--- src/rtl/ddr_pkg.sv ---
// ddr_pkg: shared DDR timing defaults and refresh scheduler enums.
package ddr_pkg;
    localparam int DEF_T_RC         = 45;
    localparam int DEF_T_MOD        = 24;
    localparam int DEF_T_REFI       = 6240;
    localparam int DEF_T_REF_ALMOST = 64;
    localparam int DEF_T_RP         = 16;
    localparam int DEF_T_RFC        = 280;
    localparam int DEF_MAX_POSTPONE = 8;

    typedef enum logic [2:0] {ST_IDLE, ST_PREA, ST_TRP, ST_REF, ST_TRFC, ST_DONE} ref_state_t;
    typedef enum logic [1:0] {REF_NOP = 2'd0, REF_PREA = 2'd1, REF_REF = 2'd2} ref_cmd_t;
endpackage

--- src/rtl/ddr_refresh_sched_if.sv ---
// ddr_refresh_sched_if: controller <-> refresh scheduler signals.
interface ddr_refresh_sched_if;
    import ddr_pkg::*;
    logic       ini_done;
    logic       ref_go;
    logic       clear_refresh;
    logic       refresh_almost;
    logic       refresh_done;
    logic       ref_cmd_valid;
    ref_cmd_t   ref_cmd;
    logic [3:0] ref_pending;
    logic       ref_overflow;

    modport master (output ini_done, ref_go, clear_refresh,
                    input refresh_almost, refresh_done, ref_cmd_valid, ref_cmd, ref_pending, ref_overflow);
    modport slave  (input ini_done, ref_go, clear_refresh,
                    output refresh_almost, refresh_done, ref_cmd_valid, ref_cmd, ref_pending, ref_overflow);
endinterface

--- src/rtl/ref_interval_cnt.sv ---
// ref_interval_cnt: tREFI interval counter with postponed-refresh and early-refresh credit tracking.
module ref_interval_cnt #(
    parameter int T_REFI       = 6240,
    parameter int T_ALMOST     = 64,
    parameter int MAX_POSTPONE = 8
) (
    input  logic       clk,
    input  logic       rst_n,
    input  logic       ini_done,
    input  logic       ref_issue,
    output logic       almost,
    output logic [3:0] pending,
    output logic       overflow
);
    localparam int CW = $clog2(T_REFI);

    logic [CW-1:0] count;
    logic          credit;
    logic          tick;

    assign tick   = ini_done && count == CW'(T_REFI - 1);
    assign almost = pending != 4'd0 || (count >= CW'(T_REFI - T_ALMOST) && !credit);

    always_ff @(posedge clk or negedge rst_n) begin
        if (!rst_n) begin
            count    <= '0;
            pending  <= '0;
            credit   <= 1'b0;
            overflow <= 1'b0;
        end else begin
            count <= (!ini_done || tick) ? '0 : count + CW'(1);
            // a tick and a REF together cancel out: pending unchanged, no credit kept
            if (tick && ref_issue)
                credit <= 1'b0;
            else if (tick) begin
                if (credit)
                    credit <= 1'b0;
                else if (pending == 4'(MAX_POSTPONE))
                    overflow <= 1'b1;
                else
                    pending <= pending + 4'd1;
            end else if (ref_issue) begin
                if (pending != 4'd0)
                    pending <= pending - 4'd1;
                else
                    credit <= 1'b1;
            end
        end
    end
endmodule

--- src/rtl/ddr_refresh_sched.sv ---
// ddr_refresh_sched: refresh scheduler sequencing PREA -> tRP -> REF -> tRFC on controller grant.
module ddr_refresh_sched
    import ddr_pkg::*;
#(
    parameter int T_REFI       = DEF_T_REFI,
    parameter int T_ALMOST     = DEF_T_REF_ALMOST,
    parameter int T_RP         = DEF_T_RP,
    parameter int T_RFC        = DEF_T_RFC,
    parameter int MAX_POSTPONE = DEF_MAX_POSTPONE
) (
    input logic                 CK_t,
    input logic                 reset_n,
    ddr_refresh_sched_if.slave  bus
);
    localparam int T_MAX = T_RP > T_RFC ? T_RP : T_RFC;
    localparam int TW    = $clog2(T_MAX);

    ref_state_t    state, state_nx;
    logic [TW-1:0] timer, timer_nx;
    logic          almost_raw;

    ref_interval_cnt #(
        .T_REFI(T_REFI), .T_ALMOST(T_ALMOST), .MAX_POSTPONE(MAX_POSTPONE)
    ) u_cnt (
        .clk(CK_t),
        .rst_n(reset_n),
        .ini_done(bus.ini_done),
        .ref_issue(state == ST_REF),
        .almost(almost_raw),
        .pending(bus.ref_pending),
        .overflow(bus.ref_overflow)
    );

    always_ff @(posedge CK_t or negedge reset_n) begin
        if (!reset_n) begin
            state <= ST_IDLE;
            timer <= '0;
        end else begin
            state <= state_nx;
            timer <= timer_nx;
        end
    end

    // timers load N-2 so REF/DONE land exactly N cycles after PREA/REF
    always_comb begin
        state_nx = state;
        timer_nx = timer;
        case (state)
            ST_IDLE: if (bus.ref_go && !bus.clear_refresh && almost_raw) state_nx = ST_PREA;
            ST_PREA: begin
                state_nx = ST_TRP;
                timer_nx = TW'(T_RP - 2);
            end
            ST_TRP:  if (timer == '0) state_nx = ST_REF; else timer_nx = timer - TW'(1);
            ST_REF: begin
                state_nx = ST_TRFC;
                timer_nx = TW'(T_RFC - 2);
            end
            ST_TRFC: if (timer == '0) state_nx = ST_DONE; else timer_nx = timer - TW'(1);
            ST_DONE: if (bus.clear_refresh) state_nx = ST_IDLE;
            default: state_nx = ST_IDLE;
        endcase
        bus.refresh_almost = almost_raw && state == ST_IDLE;
        bus.refresh_done   = state == ST_DONE;
        bus.ref_cmd_valid  = state == ST_PREA || state == ST_REF;
        bus.ref_cmd        = state == ST_PREA ? REF_PREA : state == ST_REF ? REF_REF : REF_NOP;
    end
endmodule

--- src/flat_wrapper.sv ---
// flat-port wrapper written by rule: the top's interface ports become plain ports
module ddr_refresh_sched_flat import ddr_pkg::*;
#(
    parameter int T_REFI       = DEF_T_REFI,
    parameter int T_ALMOST     = DEF_T_REF_ALMOST,
    parameter int T_RP         = DEF_T_RP,
    parameter int T_RFC        = DEF_T_RFC,
    parameter int MAX_POSTPONE = DEF_MAX_POSTPONE
)
  (CK_t, reset_n, bus_ini_done, bus_ref_go, bus_clear_refresh, bus_refresh_almost, bus_refresh_done, bus_ref_cmd_valid, bus_ref_cmd, bus_ref_pending, bus_ref_overflow);
  ddr_refresh_sched_if bus_i ();
  input logic CK_t;
  input logic reset_n;
  input wire logic [$bits(bus_i.ini_done)-1:0] bus_ini_done;
  input wire logic [$bits(bus_i.ref_go)-1:0] bus_ref_go;
  input wire logic [$bits(bus_i.clear_refresh)-1:0] bus_clear_refresh;
  output wire logic [$bits(bus_i.refresh_almost)-1:0] bus_refresh_almost;
  output wire logic [$bits(bus_i.refresh_done)-1:0] bus_refresh_done;
  output wire logic [$bits(bus_i.ref_cmd_valid)-1:0] bus_ref_cmd_valid;
  output wire logic [$bits(bus_i.ref_cmd)-1:0] bus_ref_cmd;
  output wire logic [$bits(bus_i.ref_pending)-1:0] bus_ref_pending;
  output wire logic [$bits(bus_i.ref_overflow)-1:0] bus_ref_overflow;
  assign bus_i.ini_done = bus_ini_done;
  assign bus_i.ref_go = bus_ref_go;
  assign bus_i.clear_refresh = bus_clear_refresh;
  assign bus_refresh_almost = bus_i.refresh_almost;
  assign bus_refresh_done = bus_i.refresh_done;
  assign bus_ref_cmd_valid = bus_i.ref_cmd_valid;
  assign bus_ref_cmd = bus_i.ref_cmd;
  assign bus_ref_pending = bus_i.ref_pending;
  assign bus_ref_overflow = bus_i.ref_overflow;
  ddr_refresh_sched #(.T_REFI(T_REFI), .T_ALMOST(T_ALMOST), .T_RP(T_RP), .T_RFC(T_RFC), .MAX_POSTPONE(MAX_POSTPONE)) u_core (.CK_t(CK_t), .reset_n(reset_n), .bus(bus_i));
endmodule
--- config.mk ---
export PLATFORM = sky130hd
export DESIGN_NAME = ddr_refresh_sched_flat
export DESIGN_NICKNAME = d
export VERILOG_FILES = /design/src/rtl/ddr_pkg.sv /design/src/rtl/ddr_refresh_sched_if.sv /design/src/rtl/ref_interval_cnt.sv /design/src/rtl/ddr_refresh_sched.sv /design/src/flat_wrapper.sv
export SDC_FILE = /design/constraint.sdc
export NUM_CORES = 1
export LEC_CHECK = 0
export BUFFER_PORTS_ARGS = -buffer_cell sky130_fd_sc_hd__buf_2
export CORE_MARGIN = 8
export CORE_UTILIZATION = 50
export CTS_BUF_LIST = sky130_fd_sc_hd__clkbuf_2 sky130_fd_sc_hd__clkbuf_4 sky130_fd_sc_hd__clkbuf_8
export DETAILED_ROUTE_END_ITERATION = 12
export MAX_ROUTING_LAYER = met4
export PLACE_DENSITY = 0.78
export SKIP_LAST_GASP = 1
export SLEW_MARGIN = 5
export SYNTH_ARGS = -nofsm -noshare
export SYNTH_HDL_FRONTEND = slang
export SYNTH_SLANG_ARGS = --single-unit
--- constraint.sdc ---
create_clock -name CK_t -period 4.1 [get_ports CK_t]
set_input_delay 0 -clock CK_t [delete_from_list [all_inputs] [get_ports CK_t]]
set_output_delay 0 -clock CK_t [all_outputs]
set_load 0.05 [all_outputs]
==> flow_summary.ini, run 1 <==
[yosys]
syn_inst = 188
yosys_register_bits = 31
synth_cell_types = 43
synth-edff-count = 0
synth_flop_cell = dfrtp_1
syn_avg_cell_area_um2 = 9.26
synth_area_mm2 = 0.00174
synthArstFlopShare = 1.00
yosys_warnings = 0
synth_nets = 199
ys_seq_area_frac = 0.446

[critical_path]
startpoint = u_core.u_cnt.count[8]
critPathBufInv = 1
slowest_delay_ps = 570
reg2reg_setup_slack_ps = 1070
crit_arrival_ps = 3280
critical_path_class = flop to flop
path_delay_family = simple AND/OR/NAND/NOR gates
crit_required_ps = 4360
cp_cell_sequence = or4_4 -> nor4_4 -> inv_1 -> ha_1 -> a21o_1 -> a21oi_1 -> nor4b_1 -> a21oi_1 -> o22ai_1
crit_path_start_kind = flop
worst-path-max-fanout = 8
crit_slowest_cell = or4_4
cp-end-kind = flop
crit_top_cell = a21oi_1
r2r-start = u_core.u_cnt.count[8]

[grt]
grt_use_met2 = 0.201
grt_pass1_wl_um = 5700
grt_usage = 0.136
antenna_found_initial = 0
grt_max_degree = 32
groute.layer.met3.usage = 0.0453
grt_pass1_vias = 1336
grt_util_met1 = 0.160
grt-busiest-layer = met2
overflow = 0

[clock_tree]
h-tree-depth = 2
clk_latency_ps = 330
clk_pin_slew_ps = 90
clockBufferDepth = 2
cts_setup_buffers = 0
root_buffer = clkbuf_4
cts_tree = done
cts_buffers = 5
clock_sinks = 31

[placement]
placed_cells = 243
place_congestion = 0.853
port_buffers = 14
hpwl_um = 2260

[power_and_ir_drop]
irDropWorstVdd_uv = 187
power_density_mw_per_mm2 = 551
cellLeakagePower_nw = 0.851

[drt]
viasPerCell = 5.43
drtAntennaViolNets = 0
wl_per_cell_um = 12.5
drc = 0
drt-initial-drc-count = 96
num_vias = 1375
firstDrtPassIters = 4
wl_um = 3170

[die]
rows = 21
die_area_mm2 = 0.00563
io-pin-count = 15
start_util = 0.522
placeableCoreArea_mm2 = 0.00334
dieHeight_um = 75
die_w_um = 75

[timing]
period_needed_ps = 3030
slew_violations = 0
relSlewSlack = 0.294
setup_tns_ps = 0
fmax_ghz = 0.331
setup_violations = 0
period_share = 0.738
rsz0062_at_grt = false
hold_violations = 0
clock_skew_ps = 9.76
tightest_slew_ps = 1050

[layout]
drive_gt1_frac = 0.126
seq_area_um2 = 776
n_fill_cell = 304
multi_input_area_um2 = 911
synthToLayoutAreaGrowth_pct = 11.6
nets = 218
antenna_cells = 0
layout.cells.non_filler = 253

[run_status]
status = complete, no violations

[worst_hold_path]
hp-class = input pin to flop
min_from = bus_ref_go

[flow_run]
drv_cap = 0
stage by stage:
stage / hold slack, ps / instance area, um^2 / setup WS [ps] / power [mW] / utilization
2_1_floorplan: -296 / 1740 / 133 / 0.796 / -
3_3_place_gp: 70.4 / 1860 / 1210 / 0.888 / 0.556
3_5_place_dp: 79.6 / 1860 / 1110 / 0.895 / 0.556
4_1_cts: 2.10 / 1940 / 1100 / 1.08 / 0.582
5_1_grt: 8.43 / 1940 / 813 / 1.16 / 0.582
6_report: 5.40 / 1940 / 1070 / 1.07 / 0.582
layout make-up:
type,count,share of cell area
Multi-Input combinational cell,141,0.469
Clock buffer,6,0.0264
Clock inverter,1,0.00258
Timing Repair Buffer,17,0.0515
Sequential cell,31,0.399
Tap cell,46,0.0296
Inverter,11,0.0213
metal layers:
layer | wire, um | vias up
li1 | - | 701
met1 | 1510 | 639
met2 | 1420 | 28
met3 | 172 | 7
met4 | 66 | 0
met5 | 0 | -
cells in the final DEF, fill, tap and decap left out, drive strengths merged, types with 2 or more instances in the layout:
master / n
dfrtp: 31
nor2: 27
buf: 14
a21oi: 12
inv: 11
nand2: 11
xnor2: 10
o21ai: 10
nor3: 8
xor2: 8
nand3: 7
clkbuf: 6
ha: 5
nand4: 4
nor4: 4
or3: 3
and2: 3
o211ai: 3
dlygate4sd3: 3
nand2b: 2
nor2b: 2
nand3b: 2
mux2: 2
or4: 2
tightest hold or removal path: stages:
cell and delay [ps]:
buf_2 70, a21oi_1 50, o21ai_0 180
report_power, final:
group | internal [mW] | total [mW] | switching (mW) | leakage (nW)
Sequential | 0.367 | 0.461 | 0.0935 | 0.391
Combinational | 0.151 | 0.431 | 0.280 | 0.425
Clock | 0.0793 | 0.179 | 0.0993 | 0.0341
cell usage after synthesis (2+ instances only):
library cell,instances,share of area
nor3_1,8,0.023
o21ai_0,10,0.029
nor2b_1,2,0.0072
nand2_1,11,0.024
nand3b_1,2,0.0086
xnor2_1,10,0.050
nor4_1,3,0.011
nand4_1,4,0.014
ha_1,5,0.036
o211ai_1,3,0.013
nand3_1,7,0.020
or3_1,3,0.011
nand2b_1,2,0.0072
inv_1,11,0.024
mux2_1,2,0.013
xor2_1,8,0.040
dfrtp_1,31,0.45
nor2_1,27,0.058
clkbuf_1,3,0.0065
and2_1,3,0.011
a21oi_1,11,0.032
worst paths after layout:
check,endpoint,cells after the start
setup / recovery,u_core.u_cnt.pending[3],9
hold / removal,u_core.state[0],3
setup reg to reg,u_core.u_cnt.pending[3],9
hold reg to reg,u_core.u_cnt.overflow,1
max in group asynchronous,u_core.u_cnt.count[11],2
min in group asynchronous,u_core.u_cnt.credit,2
sequential cells by signal (all words and copies together) (netlist names):
signal                 flops
u_core.u_cnt.count        13
u_core.timer               9
u_core.u_cnt.pending       4
u_core.state               3
u_core.u_cnt.credit        1
u_core.u_cnt.overflow      1
kinds of logic after synthesis:
logic type	share of synthesized area
multiplexers	0.0129
XOR/XNOR	0.0906
adder cells (fa/ha/maj)	0.0474
AND/OR/NAND/NOR	0.242
flip-flops	0.446
buffers and inverters	0.0352
AO/OA/AOI/OAI	0.127
repair_timing:
action,4_1_cts,5_1_grt
resized for setup,0,0
hold buffers,3,0
hold endpoints to repair,34,0
endpoints found under the setup margin,0,0
No activity file was read; power rests on OpenSTA's default activity.
==> run 2: changes to the inputs <==
- ABC_AREA: not set -> 1
- PLACE_DENSITY: 0.78 -> 0.77
- clock period: 4.1 -> 3 ns (I/O delays scaled with it)
==> run 2 against run 1 <==
Against the previous run: sequential power grew 31%; largest cell class unchanged; cell area grew 6.0%; die area grew 4.8%; count of clock-buffer cells in the layout is the same; register-to-register slack lost 380 ps; utilization shrank 1.1 points; routed wire length grew 13%; setup slack lost 380 ps.
==> flow_summary.ini, run 2 <==
[run_status]
status = complete, no violations

[layout]
largest_reg_flops = 13
regMostFlops = u_core.u_cnt.count
synthToLayoutAreaGrowth_pct = 11.4
n_fill_cell = 346
reg_top3 = u_core.u_cnt.count x13, u_core.timer x9, u_core.u_cnt.pending x4
nets = 274
postLayoutCoreUtil = 0.571
final_cell_area_mm2 = 0.00206
layout.cells.non_filler = 311
final_cell_mix = nand2_1 (50), inv_1 (38), dfrtp_1 (31)
layout_commonest_cell = nand2_1
drive_gt1_frac = 0.144
antenna_cells = 0

[die]
placeableCoreArea_mm2 = 0.00361
io-pin-count = 15
dieHeight_um = 76.8
die_area_mm2 = 0.00590
start_util = 0.512
rows = 22
die_w_um = 76.8

[clock_tree]
clock_sinks = 31
cts_buffers = 5
root_buffer = clkbuf_8
clk_latency_ps = 290
clockBufferDepth = 2
h-tree-depth = 2
cts_tree = done
clk_pin_slew_ps = 60
cts_setup_buffers = 0

[yosys]
synth_cell_types = 29
synth_nets = 254
yosys_warnings = 0
synth.most_common_cell = nand2_1
synth-edff-count = 0
synth_flop_cell = dfrtp_1
synth_area_mm2 = 0.00185
synth_top_cell_by_area = dfrtp_1
yosys_register_bits = 31
synthArstFlopShare = 1.00
syn_avg_cell_area_um2 = 7.61
syn_inst = 243
synthTopCellsByCount = nand2_1 (50), inv_1 (38), dfrtp_1 (31)
ys_seq_area_frac = 0.420
synth_top_area_share = 0.420
synthTopCellsByArea = dfrtp_1 (42%), nand2_1 (10%), inv_1 (7.7%)

[placement]
pre_cts_ws_ps = 721
placed_area_mm2 = 0.00195
hpwl_um = 2650
port_buffers = 14
placed_cells = 302
place_congestion = 0.824

[grt]
grt_pass1_wl_um = 6640
overflow = 0
antenna_found_initial = 0
grt_max_degree = 32
grt_usage = 0.140
grt_pass1_vias = 1586

[timing]
setup_violations = 0
fmax_ghz = 0.435
hold_violations = 0
period_share = 0.767
rsz0062_at_grt = false
tightest_slew_ps = 691
slew_violations = 0
period_needed_ps = 2300
setup_ws_ps = 699
clock_skew_ps = 3.37
setup_tns_ps = 0
relSlewSlack = 0.539
holdWs_ps = 15.8

[critical_path]
r2r-start = u_core.u_cnt.count[0]
cp-end-kind = flop
cp_cell_sequence = ha_1 -> nand3_1 -> nor2_2 -> nand3_2 -> ha_1 -> nand2_1 -> nand2_1 -> nor2_1 -> inv_1 -> nand2_1 -> nand2_1 -> o21bai_1 -> nand2_1
critical_path_class = flop to flop
crit_required_ps = 3180
crit_path_start_kind = flop
crit_slowest_cell = dfrtp_1
crit_top_cell = nand2_1
startpoint = u_core.u_cnt.count[0]
crit_arrival_ps = 2480
slowest_delay_ps = 390
worst-path-max-fanout = 7

[drt]
wl_per_cell_um = 11.5
drtAntennaViolNets = 0
viasPerCell = 4.95
firstDrtPassIters = 4
drc = 0
drt-initial-drc-count = 131
wl_um = 3580
num_vias = 1539

[power_and_ir_drop]
irDropWorstVdd_uv = 531
p_int_mw = 0.940
power_density_mw_per_mm2 = 880
p_seq_frac = 0.334
comb_power_share = 0.484
cellLeakagePower_nw = 1.07
clkPwrFrac = 0.182
p_sw_mw = 0.872
p_sw_frac = 0.481
power_mw = 1.81

[worst_hold_path]
min_from = bus_ini_done
hp-class = input pin to flop

[flow_run]
drv_cap = 0
run 2: cell count changes in the layout (fill, tap and decap cells not counted), moves of 4 or more:
cell / change
clkbuf_4: -5
clkbuf_8: +5
inv_1: +27
nand2_1: +39
nand2_2: +4
nand3_1: +7
nand4_1: +4
nor2_2: +4
o21ai_1: +6
xnor2_1: -7
run 2: worst paths after layout:
kind	endpoint	slack (ps)	cells past startpoint
setup / recovery	u_core.u_cnt.pending[3]	700	13
hold / removal	u_core.u_cnt.count[4]	20	3
setup reg to reg	u_core.u_cnt.pending[3]	700	13
hold reg to reg	u_core.timer[0]	470	1
max in group asynchronous	u_core.state[1]	2260	2
min in group asynchronous	u_core.u_cnt.count[2]	300	2
run 2: cell families (layout without fill, tap and decap cells):
| family | count (synthesis) | in the layout | synth area share |
|---|---|---|---|
| compound gates | 29 | 29 | 0.0867 |
| flops | 31 | 31 | 0.420 |
| xor+xnor | 8 | 8 | 0.0379 |
| fa+ha+maj | 6 | 6 | 0.0447 |
| buf+inv | 44 | 64 | 0.0982 |
| simple gates | 125 | 125 | 0.313 |
run 2: power groups by stage:
stage                     sequential, mW  clock [mW]  combinational, mW
after floorplan                    0.677           0              0.652
after global placement             0.606           0              0.853
after detailed placement           0.609           0              0.878
after CTS                          0.604       0.342              0.887
after global routing               0.618       0.359               1.00
final                              0.604       0.330              0.877
run 2: layer usage:
metal	part of all wire	vias up	global-route usage
met5	0	-	-
met4	0.013	0	0.0731
met3	0.030	5	0.0361
met2	0.48	15	0.229
met1	0.48	709	0.155
li1	-	810	-
run 2: worst max-delay path: cells and delay by family (launching register included):
kind	cells	cell delay, ps
AO/OA/AOI/OAI	1	140
adder cells (fa/ha/maj)	2	560
buffers and inverters	1	50
flip-flops	1	390
AND/OR/NAND/NOR	9	1060
run 2: final cells by class:
class                   count  area [um^2]  area share
multi-input cells         168          891       0.433
clock buffers               6         82.6      0.0401
clock inverters             1         5.00     0.00243
well taps                  48         60.1      0.0292
inverters                  41          154      0.0748
flip-flops and latches     31          776       0.377
repair buffers             16         90.1      0.0438
run 2: timing repair:
item	in CTS	in global routing
resized for setup	0	0
hold endpoints to repair	32	0
hold buffers	2	0
